### src/rtl/fp_pkg.sv
// Shared definitions for the floating-point alignment datapath: default field
// widths, derived vector widths and the aligner state encoding.
package fp_pkg;

    localparam int DEF_EXP_WIDTH      = 8;
    localparam int DEF_MANTISSA_WIDTH = 23;
    localparam int GRS_WIDTH          = DEF_MANTISSA_WIDTH + 4;

    typedef enum logic [1:0] {
        IDLE  = 2'd0,
        SHIFT = 2'd1,
        DONE  = 2'd2
    } align_state_e;

    // Mantissa with hidden bit plus guard, round and sticky positions.
    function automatic int grs_width(input int mantissa_width);
        return mantissa_width + 4;
    endfunction

    // Smallest counter that can hold the largest useful shift (mantissa_width + 3).
    function automatic int shift_cnt_width(input int mantissa_width);
        return $clog2(mantissa_width + 4);
    endfunction

endpackage

### src/rtl/mantissa_aligner_exp_compare.sv
// Combinational exponent comparison: picks the larger exponent, flags a swap
// when b is strictly larger, and produces the clamped alignment shift count.
module exp_compare #(
    parameter int EXP_WIDTH  = 8,
    parameter int CNT_WIDTH  = 5,
    parameter int MAX_SHIFT  = 26
) (
    input  logic [EXP_WIDTH-1:0] a_e_in,
    input  logic [EXP_WIDTH-1:0] b_e_in,
    output logic                 swap_out,
    output logic [EXP_WIDTH-1:0] big_e_out,
    output logic [CNT_WIDTH-1:0] shift_out
);

    logic [EXP_WIDTH-1:0] diff_s;

    // Select the common exponent and clamp the distance to the point where every
    // shifted-out bit already sits in sticky.
    always_comb begin
        swap_out  = 1'b0;
        big_e_out = a_e_in;
        diff_s    = a_e_in - b_e_in;
        shift_out = {CNT_WIDTH{1'b0}};
        if (b_e_in > a_e_in) begin
            swap_out  = 1'b1;
            big_e_out = b_e_in;
            diff_s    = b_e_in - a_e_in;
        end else begin
            swap_out  = 1'b0;
            big_e_out = a_e_in;
            diff_s    = a_e_in - b_e_in;
        end
        if (int'(diff_s) > MAX_SHIFT) begin
            shift_out = CNT_WIDTH'(MAX_SHIFT);
        end else begin
            shift_out = CNT_WIDTH'(diff_s);
        end
    end

endmodule

### src/rtl/mantissa_aligner.sv
// Aligns the smaller-exponent mantissa to the larger exponent one bit per cycle,
// collecting shifted-out bits into guard/round/sticky, with valid/ready handshakes.
module mantissa_aligner
    import fp_pkg::*;
#(
    parameter int EXP_WIDTH      = DEF_EXP_WIDTH,
    parameter int MANTISSA_WIDTH = DEF_MANTISSA_WIDTH
) (
    input  logic                        clk_in,
    input  logic                        reset_in,
    input  logic [EXP_WIDTH-1:0]        a_e_in,
    input  logic [EXP_WIDTH-1:0]        b_e_in,
    input  logic [MANTISSA_WIDTH:0]     a_m_in,
    input  logic [MANTISSA_WIDTH:0]     b_m_in,
    input  logic                        valid_in,
    output logic                        ready_out,
    output logic                        valid_out,
    input  logic                        ready_in,
    output logic [EXP_WIDTH-1:0]        big_e_out,
    output logic [MANTISSA_WIDTH:0]     big_m_out,
    output logic [MANTISSA_WIDTH+3:0]   small_m_out,
    output logic                        swap_out
);

    localparam int GW        = grs_width(MANTISSA_WIDTH);
    localparam int CNT_W     = shift_cnt_width(MANTISSA_WIDTH);
    localparam int MAX_SHIFT = MANTISSA_WIDTH + 3;

    align_state_e           state_q, state_d;
    logic [EXP_WIDTH-1:0]   big_e_q, big_e_d;
    logic [MANTISSA_WIDTH:0] big_m_q, big_m_d;
    logic [GW-1:0]          small_m_q, small_m_d;
    logic                   swap_q, swap_d;
    logic [CNT_W-1:0]       cnt_q, cnt_d;
    logic                   valid_q, valid_d;
    logic                   ready_q, ready_d;

    logic                   cmp_swap_s;
    logic [EXP_WIDTH-1:0]   cmp_big_e_s;
    logic [CNT_W-1:0]       cmp_shift_s;

    exp_compare #(
        .EXP_WIDTH (EXP_WIDTH),
        .CNT_WIDTH (CNT_W),
        .MAX_SHIFT (MAX_SHIFT)
    ) u_exp_compare (
        .a_e_in    (a_e_in),
        .b_e_in    (b_e_in),
        .swap_out  (cmp_swap_s),
        .big_e_out (cmp_big_e_s),
        .shift_out (cmp_shift_s)
    );

    // Next-state and datapath update for the accept / shift / hold sequence.
    always_comb begin
        state_d   = state_q;
        big_e_d   = big_e_q;
        big_m_d   = big_m_q;
        small_m_d = small_m_q;
        swap_d    = swap_q;
        cnt_d     = cnt_q;
        valid_d   = valid_q;
        ready_d   = ready_q;
        case (state_q)
            IDLE: begin
                if (valid_in) begin
                    swap_d  = cmp_swap_s;
                    big_e_d = cmp_big_e_s;
                    cnt_d   = cmp_shift_s;
                    if (cmp_swap_s) begin
                        big_m_d   = b_m_in;
                        small_m_d = {a_m_in, 3'b000};
                    end else begin
                        big_m_d   = a_m_in;
                        small_m_d = {b_m_in, 3'b000};
                    end
                    state_d = SHIFT;
                    ready_d = 1'b0;
                end else begin
                    state_d = IDLE;
                end
            end
            SHIFT: begin
                if (cnt_q != {CNT_W{1'b0}}) begin
                    // Bits falling off the bottom are ORed into sticky.
                    small_m_d = {1'b0, small_m_q[GW-1:2], small_m_q[1] | small_m_q[0]};
                    cnt_d     = cnt_q - {{(CNT_W-1){1'b0}}, 1'b1};
                end else begin
                    state_d = DONE;
                    valid_d = 1'b1;
                end
            end
            DONE: begin
                if (ready_in) begin
                    state_d = IDLE;
                    valid_d = 1'b0;
                    ready_d = 1'b1;
                end else begin
                    state_d = DONE;
                end
            end
            default: begin
                state_d = IDLE;
                valid_d = 1'b0;
                ready_d = 1'b1;
            end
        endcase
    end

    // State and output registers with synchronous reset.
    always_ff @(posedge clk_in) begin
        if (reset_in) begin
            state_q   <= IDLE;
            big_e_q   <= {EXP_WIDTH{1'b0}};
            big_m_q   <= {(MANTISSA_WIDTH+1){1'b0}};
            small_m_q <= {GW{1'b0}};
            swap_q    <= 1'b0;
            cnt_q     <= {CNT_W{1'b0}};
            valid_q   <= 1'b0;
            ready_q   <= 1'b1;
        end else begin
            state_q   <= state_d;
            big_e_q   <= big_e_d;
            big_m_q   <= big_m_d;
            small_m_q <= small_m_d;
            swap_q    <= swap_d;
            cnt_q     <= cnt_d;
            valid_q   <= valid_d;
            ready_q   <= ready_d;
        end
    end

    assign big_e_out   = big_e_q;
    assign big_m_out   = big_m_q;
    assign small_m_out = small_m_q;
    assign swap_out    = swap_q;
    assign valid_out   = valid_q;
    assign ready_out   = ready_q;

endmodule

### config.mk
export PLATFORM = sky130hd
export DESIGN_NAME = mantissa_aligner
export DESIGN_NICKNAME = d
export VERILOG_FILES = /design/src/rtl/fp_pkg.sv /design/src/rtl/mantissa_aligner_exp_compare.sv /design/src/rtl/mantissa_aligner.sv
export SDC_FILE = /design/constraint.sdc
export NUM_CORES = 1
export LEC_CHECK = 0
export BUFFER_PORTS_ARGS = -buffer_cell sky130_fd_sc_hd__buf_4
export CORE_ASPECT_RATIO = 0.7
export CORE_MARGIN = 10
export CORE_UTILIZATION = 45
export DETAILED_ROUTE_END_ITERATION = 12
export GPL_TIMING_DRIVEN = 0
export PLACE_DENSITY = 0.74
export SLEW_MARGIN = 30
export SYNTH_ARGS = -nofsm -noshare
export SYNTH_HDL_FRONTEND = slang
export SYNTH_HIERARCHICAL = 1
export SYNTH_SLANG_ARGS = --single-unit
### constraint.sdc
create_clock -name clk_in -period 2.4 [get_ports clk_in]
set_input_delay 0.12 -clock clk_in [delete_from_list [all_inputs] [get_ports clk_in]]
set_output_delay 0.12 -clock clk_in [all_outputs]
set_load 0.01 [all_outputs]
Word level (Yosys, flattened, before mapping). Cells that the tools add are included.

Memories kept: 0. Latch bits: 0. Bits in read-only memories: 0. Bits in writable memories: 0. Output and inout bits: 62. Flip-flop bits (word level): 69.

Reductions and logical operators: 7. Multipliers: 0. Bitwise gates (word level): 3. $add $sub $neg: 3. Div/mod/pow operators: 0. Shift operators: 0. Eq/ne operators: 6. Multiplexer cells: 22. Magnitude comparators: 2.

Operator list (count): $mux W27 (3); $pmux W27 S2 (1); $mux W24 (1); $mux W8 (2); $sub A8 B8 Y8 (2); $mux W5 (3); $pmux W5 S2 (1); $reduce_and A3 Y1 (3); $gt A8 B5 Y1 const B (1); $gt A8 B8 Y1 (1); $ne A2 B2 Y1 const B (4); $mux W1 (6); $pmux W1 S3 (2); $pmux W2 S3 (1); $reduce_bool A5 Y1 (1); $sub A5 B1 Y5 const B (1); $mux W2 (2); $eq A2 B1 Y1 const B (1); $eq A2 B2 Y1 const B (1); $logic_not A2 Y1 (1); $not A1 Y1 (2); $reduce_and A2 Y1 (1); $reduce_bool A2 Y1 (1); $or A1 B1 Y1 (1).

Longest topological paths before layout. Gate-level depths: netlist of the first run.

Depth after elaboration: 6. Depth in mapped cells: 16. Mapped depth without buffers: 14.

Modules after synthesis. Netlist of the first run, hierarchy kept.

By module, submodules not included: mantissa_aligner (seq. area each 1381.3 µm², times used 1, area each 3264.4 µm², cells each 371); exp_compare (seq. area each 0.0 µm², times used 1, area each 1042.2 µm², cells each 151).

Worst setup path before layout of the first run. Ideal clock, no wire load.

Kind: input -> register. Start point: in b_e_in[0]. End point: reg big_m_q[14] (netlist: big_m_out[14]). Path slack: -0.117 ns. Stages on the path: 15. Data required time: 2.314 ns. Setup time: 0.086 ns. Data arrival time: 2.431 ns. Cell sequence: inv_1 -> ha_1 -> inv_1 -> fa_1 -> nand3_1 -> a21oi_1 -> o22ai_2 -> inv_2 -> buf_2 -> buf_2 -> clkbuf_1 -> buf_4 -> buf_2 -> mux2i_1 -> a211oi_1.

Word-level cells in the longest chain between the ends: 3.

RTL lines: from (decl) (RTL line mantissa_aligner.sv:12) `input logic [EXP_WIDTH-1:0] b_e_in,`; $gt A8 B8 Y1 (RTL line mantissa_aligner_exp_compare.sv:24) `if (b_e_in > a_e_in) begin`; $mux W1 (RTL line mantissa_aligner_exp_compare.sv:24); via cmp_swap_s (RTL line mantissa_aligner.sv:38) `logic cmp_swap_s;`; $mux W24 (RTL line mantissa_aligner.sv:70) `if (cmp_swap_s) begin`; to (signal assigned) (RTL line mantissa_aligner.sv:115) `big_m_q <= {(MANTISSA_WIDTH+1){1'b0}};`; to (signal assigned) (RTL line mantissa_aligner.sv:124) `big_m_q <= big_m_d;`; to (decl) (RTL line mantissa_aligner.sv:31) `logic [MANTISSA_WIDTH:0] big_m_q, big_m_d;`.

The timed path passes the listed nets, and every way through them passes these cells. A chain may end at the register's enable or synchronous reset.

Worst setup path in the final report of the first run.
Start point: in a_e_in[0]. End point: reg cnt_q[2].

Word-level cells in the longest chain between the ends: 6.

RTL lines: from (decl) (RTL line mantissa_aligner.sv:11) `input logic [EXP_WIDTH-1:0] a_e_in,`; $sub A8 B8 Y8 (tied with other cells) (RTL line mantissa_aligner_exp_compare.sv:31) `diff_s = a_e_in - b_e_in;`; $mux W8 (*) (RTL line mantissa_aligner_exp_compare.sv:24); $gt A8 B5 Y1 (RTL line mantissa_aligner_exp_compare.sv:33) `if (int'(diff_s) > MAX_SHIFT) begin`; $mux W5 (*) (RTL line mantissa_aligner_exp_compare.sv:33); via cmp_shift_s[2] (RTL line mantissa_aligner.sv:40) `logic [CNT_W-1:0] cmp_shift_s;`; $mux W5 (*) (RTL line mantissa_aligner.sv:66) `if (valid_in) begin`; $pmux W5 S2 (*) (RTL line mantissa_aligner.sv:64) `case (state_q)`; to (signal assigned) (RTL line mantissa_aligner.sv:118) `cnt_q <= {CNT_W{1'b0}};`; to (signal assigned) (RTL line mantissa_aligner.sv:127) `cnt_q <= cnt_d;`; to (decl) (RTL line mantissa_aligner.sv:34) `logic [CNT_W-1:0] cnt_q, cnt_d;`.

Mark *: on every way through the listed nets, which the timed path passes. The rest lies on a longest branch. The select of a mux whose other input is x is not followed.

==> impl_metrics.ini, run 1 <==
[outcome]
status = completed

[job]
cap_violations = 0

[power]
intPower_w = 0.00296
net-switching-power_w = 0.00153
p_sw_frac = 0.341
pwr-share-seq = 0.315
power.share.clock = 0.318
p_per_area_nw_per_um2 = 748
combinationalPowerShare = 0.367
p_leak_nw = 2.63
irDropWorstVdd_uv = 401

[synth]
synth_cell_types = 59
synthAdderAreaFrac = 0.0558
synth_top_area_share = 0.321
synth-warning-count = 6
synthArstFlopShare = 0
ys_seq_elements = 69
synth_area_leaders = dfxtp_1 32%, mux2i_1 13%, nand2_1 7.5%
synth_edf_count = 0
syn_nets = 608
avgSynthCellArea_um2 = 8.25
yosysTopAreaCell = dfxtp_1
netlist_instances = 522
netlist_area_um2 = 4310
synth_xor_area_frac = 0.0142
yosys.area_share.simple = 0.166
synth_compound_area_frac = 0.234
synth_top_family_by_area = compound AO/OA/AOI/OAI gates
muxShareOfSynthArea = 0.128
synth.yosys.seq_area_share = 0.321
ys.flop_type = dfxtp_1

[worst_setup_path]
crit_required_ns = 2.63
critPathArrivalTime_ns = 2.54
critical_path_class = primary input to flop
critPathLaunchType = primary input
crit_fanout = 5
end_kind = flop

[sta]
tightest_slew_ns = 0.634
fmax_ghz = 0.434
skew_ns = 0.00556
grt_setup_unrepaired = no
max_slew_margin = 0.578
hold_viol_final = 0
drv_slew = 0
setup_viol = 0
setup_slack_ns = 0.0953
period_share = 0.960
final.min_clock_period_ns = 2.30

[route]
routed_via_density = 5.65
drc = 0
detail_route.wl_per_cell_um = 19.7
firstDrtPassIters = 5
vias = 4484
initialDrtViolationCount = 377
drt_wl_total_um = 15700
antenna_left = 0

[placed_design]
gp_routability_congestion = 0.939
port_buffers = 128
placed_area_um2 = 5430
dp_cells = 774
dpl.hpwl_um = 12000
pre_cts_slack_ns = -0.752

[global_route]
grt_max_degree = 14
grt_usage = 0.211
overflow = 0
grt_pass1_wl_um = 23200
grt_antenna_before_repair = 0
grt_pass1_vias = 4141

[cts]
holdBufCountCts = 0
clk_pin_slew_worst_paths_ns = 0.06
clkLatencyLatePin_ns = 0.34
cts_tree = built
clock_path_buffers = 2
cts.sinks = 69
cts_buffers = 9
clockRootBuffer = clkbuf_16
cts-htree-levels = 3

[finish]
drive_gt1_frac = 0.312
n_fill_cell = 738
multi_input_area_um2 = 2740
final_core_util = 0.654
area_growth_pct = 39.5
diodes = 0
num-nets-final = 752
stdcell_area_um2 = 6010
register_area_um2 = 1380
fin_cells = 794

[floorplan]
boundaryPins = 130
die_height_um = 102
die_area_um2 = 13900
core_um2 = 9180
num_rows = 29
initial_utilization = 0.469
die_x_um = 137

[hold_path]
hold_class = primary input to flop
## per-stage QoR
step	TNS, ns	power, W	hold slack [ns]
2_1_floorplan	-0.0229	0.00235	0.291
3_3_place_gp	-28.84	0.00290	0.396
3_5_place_dp	-31.49	0.00294	0.405
4_1_cts	0	0.00440	0.0471
5_1_grt	0	0.00470	0.0846
6_report	0	0.00449	0.0532
## registers in the layout, summed over array words and instances (netlist names)
signal	flops
valid_out	1
ready_out	1
cnt_q	5
swap_out	1
state_q	2
big_m_out	24
small_m_out	27
big_e_out	8
## logic make-up (layout without fill, tap and decap cells)
family,after synthesis,in the layout
XOR/XNOR,7,7
flip-flops,69,69
adder cells (fa/ha/maj),18,18
multiplexers,55,55
buffers and inverters,64,212
AND/OR/NAND/NOR,158,158
AO/OA/AOI/OAI,151,151
## final cells by class
| class | instances | share of cell area |
|---|---|---|
| inverter | 22 | 0.0138 |
| tap | 124 | 0.0258 |
| sequential | 69 | 0.230 |
| multi-input combinational | 389 | 0.456 |
| clock inverter | 6 | 0.0148 |
| clock buffer | 9 | 0.0375 |
| timing repair buffer | 134 | 0.167 |
| buffer | 41 | 0.0546 |
## worst max-delay path, cell delays in order
cell and delay [ns]:
buf_4 0.11, inv_1 0.07, ha_2 0.17, inv_1 0.06, fa_2 0.43, a211oi_4 0.31, buf_4 0.19, o211a_1 0.17
a211oi_2 0.05, o211ai_1 0.15, a22oi_4 0.11, and3b_1 0.20, mux2_2 0.25, nand2_1 0.08, a21oi_2 0.05
## repair_timing
| action | 4_1_cts | 5_1_grt |
|---|---|---|
| gates resized for setup | 15 | 32 |
| pin swaps | 2 | 10 |
| endpoints found under the setup margin | 54 | 46 |
| setup buffers | 1 | 5 |
| endpoints found under the hold margin | 0 | 0 |
## Yosys cell counts (4+ instances only)
library cell and n:
clkbuf_1 14, a211oi_1 29, xor2_1 4, dfxtp_1 69, mux2i_1 54, buf_4 4, o21ai_0 17, nor2_1 35
buf_2 12, o211ai_1 25, nand2_1 86, buf_6 6, ha_1 16, nor3_1 7, a21oi_1 53, inv_1 21
## power by group through the flow
stage / registers (W) / logic, W / clock network, W
finish: 0.00142 / 0.00165 / 0.00143
global route: 0.00144 / 0.00178 / 0.00148
CTS: 0.00142 / 0.00154 / 0.00144
detailed placement: 0.00144 / 0.00151 / 0
global placement: 0.00143 / 0.00147 / 0
floorplan: 0.00148 / 0.000874 / 0
## layout by cell type (no fill, tap or decap), types with 4 or more instances in the layout
cell       netlist  routed
buf_4            4     137
nand2_1         86      86
dfxtp_1         69      69
a21oi_1         53      52
mux2i_1         54      42
nor2_1          35      35
a211oi_1        29      27
o211ai_1        25      25
inv_1           21      21
o21ai_0         17      15
ha_1            16      15
clkbuf_1        14      13
clkbuf_16        0       9
buf_6            6       8
mux2i_4          0       8
nor3_1           7       7
buf_2           12       5
mux2i_2          0       4
o21ai_1          2       4
a21oi_2          3       4
xor2_1           4       4
## per-layer routing
metal	vias to the layer above	track usage	wire [um]
met5	-	0	0
met4	0	0.0630	227
met3	19	0.0588	1530
met2	198	0.313	6900
met1	2131	0.292	7000
li1	2136	-	-
## path summary, 6_finish.rpt
check	depth (start not counted)	to	startpoint	slack, ns
worst min-delay path	4	state_q[1]$_SDFFE_PP0P_	ready_in	0.05
worst max register to register	8	small_m_out[15]$_SDFFE_PP0P_	cnt_q[0]$_SDFFE_PP0P_	0.47
worst max-delay path	15	cnt_q[2]$_SDFFE_PP0P_	a_e_in[0]	0.1
worst min register to register	2	big_e_out[1]$_SDFFE_PP0P_	big_e_out[1]$_SDFFE_PP0P_	0.46
Power figures use the tool's default switching activity.
==> run 2, diff against run 1 <==
- PLACE_DENSITY: 0.74 -> 0.75
- SYNTH_HIERARCHICAL: 1 -> not set
==> run 2 against run 1 <==
Effect of this change:
- the flow now finishes with violations (setup timing)
- synthesized cell count shrank 3.6%
- utilization fell by 3.4 points
- area after synthesis decreased by 4.7%
- clock skew is 0.0030 ns lower
- sequential cell count did not move
- non-clock buffer count down 9
- worst hold slack gained 0.018 ns
- sequential share of layout area is 1.9 points higher
- routed wire length is 10% lower
- clock-buffer cell count rose by 2
==> impl_metrics.ini, run 2 <==
[outcome]
status = finished, violations left
violations = setup timing

[worst_setup_path]
rrSetupSlack_ns = 0.20
slowest_stage = or4_1
critical_path_class = primary input to flop
critical-path-top-delay-family = simple AND/OR/NAND/NOR gates
crit_required_ns = 2.66
crit_chain = buf_4 -> inv_1 -> ha_1 -> inv_1 -> fa_1 -> nand3_2 -> a21oi_1 -> o21a_1 -> nor4b_1 -> a21boi_1 -> a211oi_4 -> or4_1 -> a21oi_1
critPathBufInv = 3
end_kind = flop
critPathLaunchType = primary input
cpPeakStageDelay_ns = 0.50
critPathLaunch = b_e_in[0]
r2r_start = cnt_q[0]$_SDFFE_PP0P_
critPathArrivalTime_ns = 2.70
cp-endpoint = cnt_q[0]$_SDFFE_PP0P_
r2r_cells = 8
r2r-end = small_m_out[22]$_SDFFE_PP0P_
cp.depth = 13
crit_fanout = 4

[global_route]
grt_antenna_before_repair = 0
grt_pass1_wl_um = 21800
grt_pass1_vias = 4150
grt_max_degree = 12
grt_usage = 0.200
overflow = 0

[floorplan]
core_um2 = 8960
die_height_um = 99.9
num_rows = 29
initial_utilization = 0.458
die_area_um2 = 13400
die_x_um = 134
boundaryPins = 130

[power]
power.share.clock = 0.302
pwr-share-seq = 0.350
p_leak_nw = 2.48
irDropWorstVdd_uv = 399
intPower_w = 0.00264
power_w = 0.00407
p_per_area_nw_per_um2 = 733
p_sw_frac = 0.351
net-switching-power_w = 0.00143
combinationalPowerShare = 0.348

[route]
drc = 0
vias = 4311
detail_route.wl_per_cell_um = 18.2
drt_wl_total_um = 14000
routed_via_density = 5.59
initialDrtViolationCount = 357
antenna_left = 0
firstDrtPassIters = 4

[sta]
grt_setup_unrepaired = yes
setup_slack_ns = -0.0408
tightest_slew_ns = 0.873
setup_viol = 1
hold_slack_ns = 0.0707
skew_ns = 0.00257
max_slew_margin = 0.414
fmax_ghz = 0.410
drv_slew = 0
final.min_clock_period_ns = 2.44
period_share = 1.02
hold_viol_final = 0

[synth]
synth-warning-count = 0
netlist_top_cells_count = 69 x dfxtp_1, 66 x nand2_1, 55 x nor2_1
synthArstFlopShare = 0
synth_edf_count = 0
yosysTopAreaCell = dfxtp_1
synth_cell_types = 54
netlist_area_um2 = 4110
avgSynthCellArea_um2 = 8.16
ys_seq_elements = 69
syn_nets = 590
synth_top_area_share = 0.336
ys.flop_type = dfxtp_1
synth_area_leaders = dfxtp_1 34%, mux2i_1 8.8%, nand2_1 6.0%
yosysMostFrequentCell = dfxtp_1
synth.yosys.seq_area_share = 0.336
netlist_instances = 503

[hold_path]
hold_class = primary input to flop

[placed_design]
dpl.hpwl_um = 10800
port_buffers = 128
gp_routability_congestion = 0.907
placed_area_um2 = 5220

[cts]
clock_path_buffers = 2
cts-htree-levels = 3
cts.sinks = 69
clkLatencyLatePin_ns = 0.34
holdBufCountCts = 0
cts_tree = built
clockRootBuffer = clkbuf_16
clk_pin_slew_worst_paths_ns = 0.06
cts_buffers = 9

[finish]
diodes = 0
layout_commonest_cell = buf_4
stdcell_area_um2 = 5560
area_growth_pct = 35.3
num-nets-final = 730
final_cell_mix = 130 x buf_4, 69 x dfxtp_1, 66 x nand2_1
largest_reg_flops = 27
drive_gt1_frac = 0.283

[job]
cap_violations = 0
[run 2: logic make-up (layout without fill, tap and decap cells)]
family                   count (synthesis)  after routing  synth area share
multiplexers                            51             51             0.129
XOR/XNOR                                 6              6            0.0128
AO/OA/AOI/OAI                          120            120             0.206
buffers and inverters                   64            208            0.0646
adder cells (fa/ha/maj)                 19             19            0.0616
flip-flops                              69             69             0.336
AND/OR/NAND/NOR                        174            174             0.190
[run 2: how the worst min path moves through the flow]
stage / startpoint / end / slack [ns] / depth (start not counted)
2_1_floorplan: b_e_in[0] / big_e_out[0]$_SDFFE_PP0P_ / 0.28 / 2
3_3_place_gp: ready_in / state_q[1]$_SDFFE_PP0N_ / 0.40 / 4
3_5_place_dp: ready_in / state_q[1]$_SDFFE_PP0N_ / 0.42 / 4
4_1_cts: ready_in / state_q[1]$_SDFFE_PP0N_ / 0.07 / 4
5_1_grt: b_e_in[4] / big_e_out[4]$_SDFFE_PP0P_ / 0.08 / 3
6_report: ready_in / state_q[1]$_SDFFE_PP0N_ / 0.07 / 4
[run 2: layout make-up]
type	count	area [um^2]
fillers	784	3410
multi-input cells	370	2510
flip-flops and latches	69	1380
repair buffers	129	968
clock buffers	11	243
plain buffers	37	173
well taps	124	155
inverters	27	101
clock inverters	4	25.0
[run 2: power by group through the flow]
stage,Sequential [W],Clock [W],Combinational [W]
after global routing,0.00144,0.00128,0.00155
final,0.00143,0.00123,0.00142
after floorplan,0.00148,0,0.000766
after global placement,0.00144,0,0.00134
after CTS,0.00142,0.00123,0.00139
after detailed placement,0.00144,0,0.00137
[run 2: repair_timing]
| action | in CTS | in global routing |
|---|---|---|
| gates resized for setup | 9 | 11 |
| buffers inserted | 0 | 1 |
| endpoints found under the hold margin | 0 | 0 |
| endpoints found under the setup margin | 21 | 36 |
| pin swaps | 2 | 1 |
[run 2: layer usage]
| metal | up-vias | track usage | routed length [um] |
|---|---|---|---|
| met3 | 21 | 0.0758 | 1370 |
| met2 | 161 | 0.300 | 6200 |
| met1 | 2056 | 0.259 | 6300 |
| li1 | 2073 | - | - |
| met5 | - | 0 | 0 |
| met4 | 0 | 0.0609 | 161 |
[run 2: through the flow]
stage | std cells | worst slack (ns) | util | TNS, ns
global placement | 755 | -0.579 | 0.583 | -12.28
finish | 771 | -0.0408 | 0.620 | -0.0408
detailed placement | 755 | -0.615 | 0.583 | -14.26
CTS | 770 | 0.00334 | 0.616 | 0
global route | 771 | -0.168 | 0.620 | -0.483
floorplan | 503 | 0.0710 | - | 0
[run 2: tightest hold or removal path: cells and delay by family]
family                 cells  cell delay (ns)
AO/OA/AOI/OAI              1             0.05
buffers and inverters      1             0.09
AND/OR/NAND/NOR            2             0.10
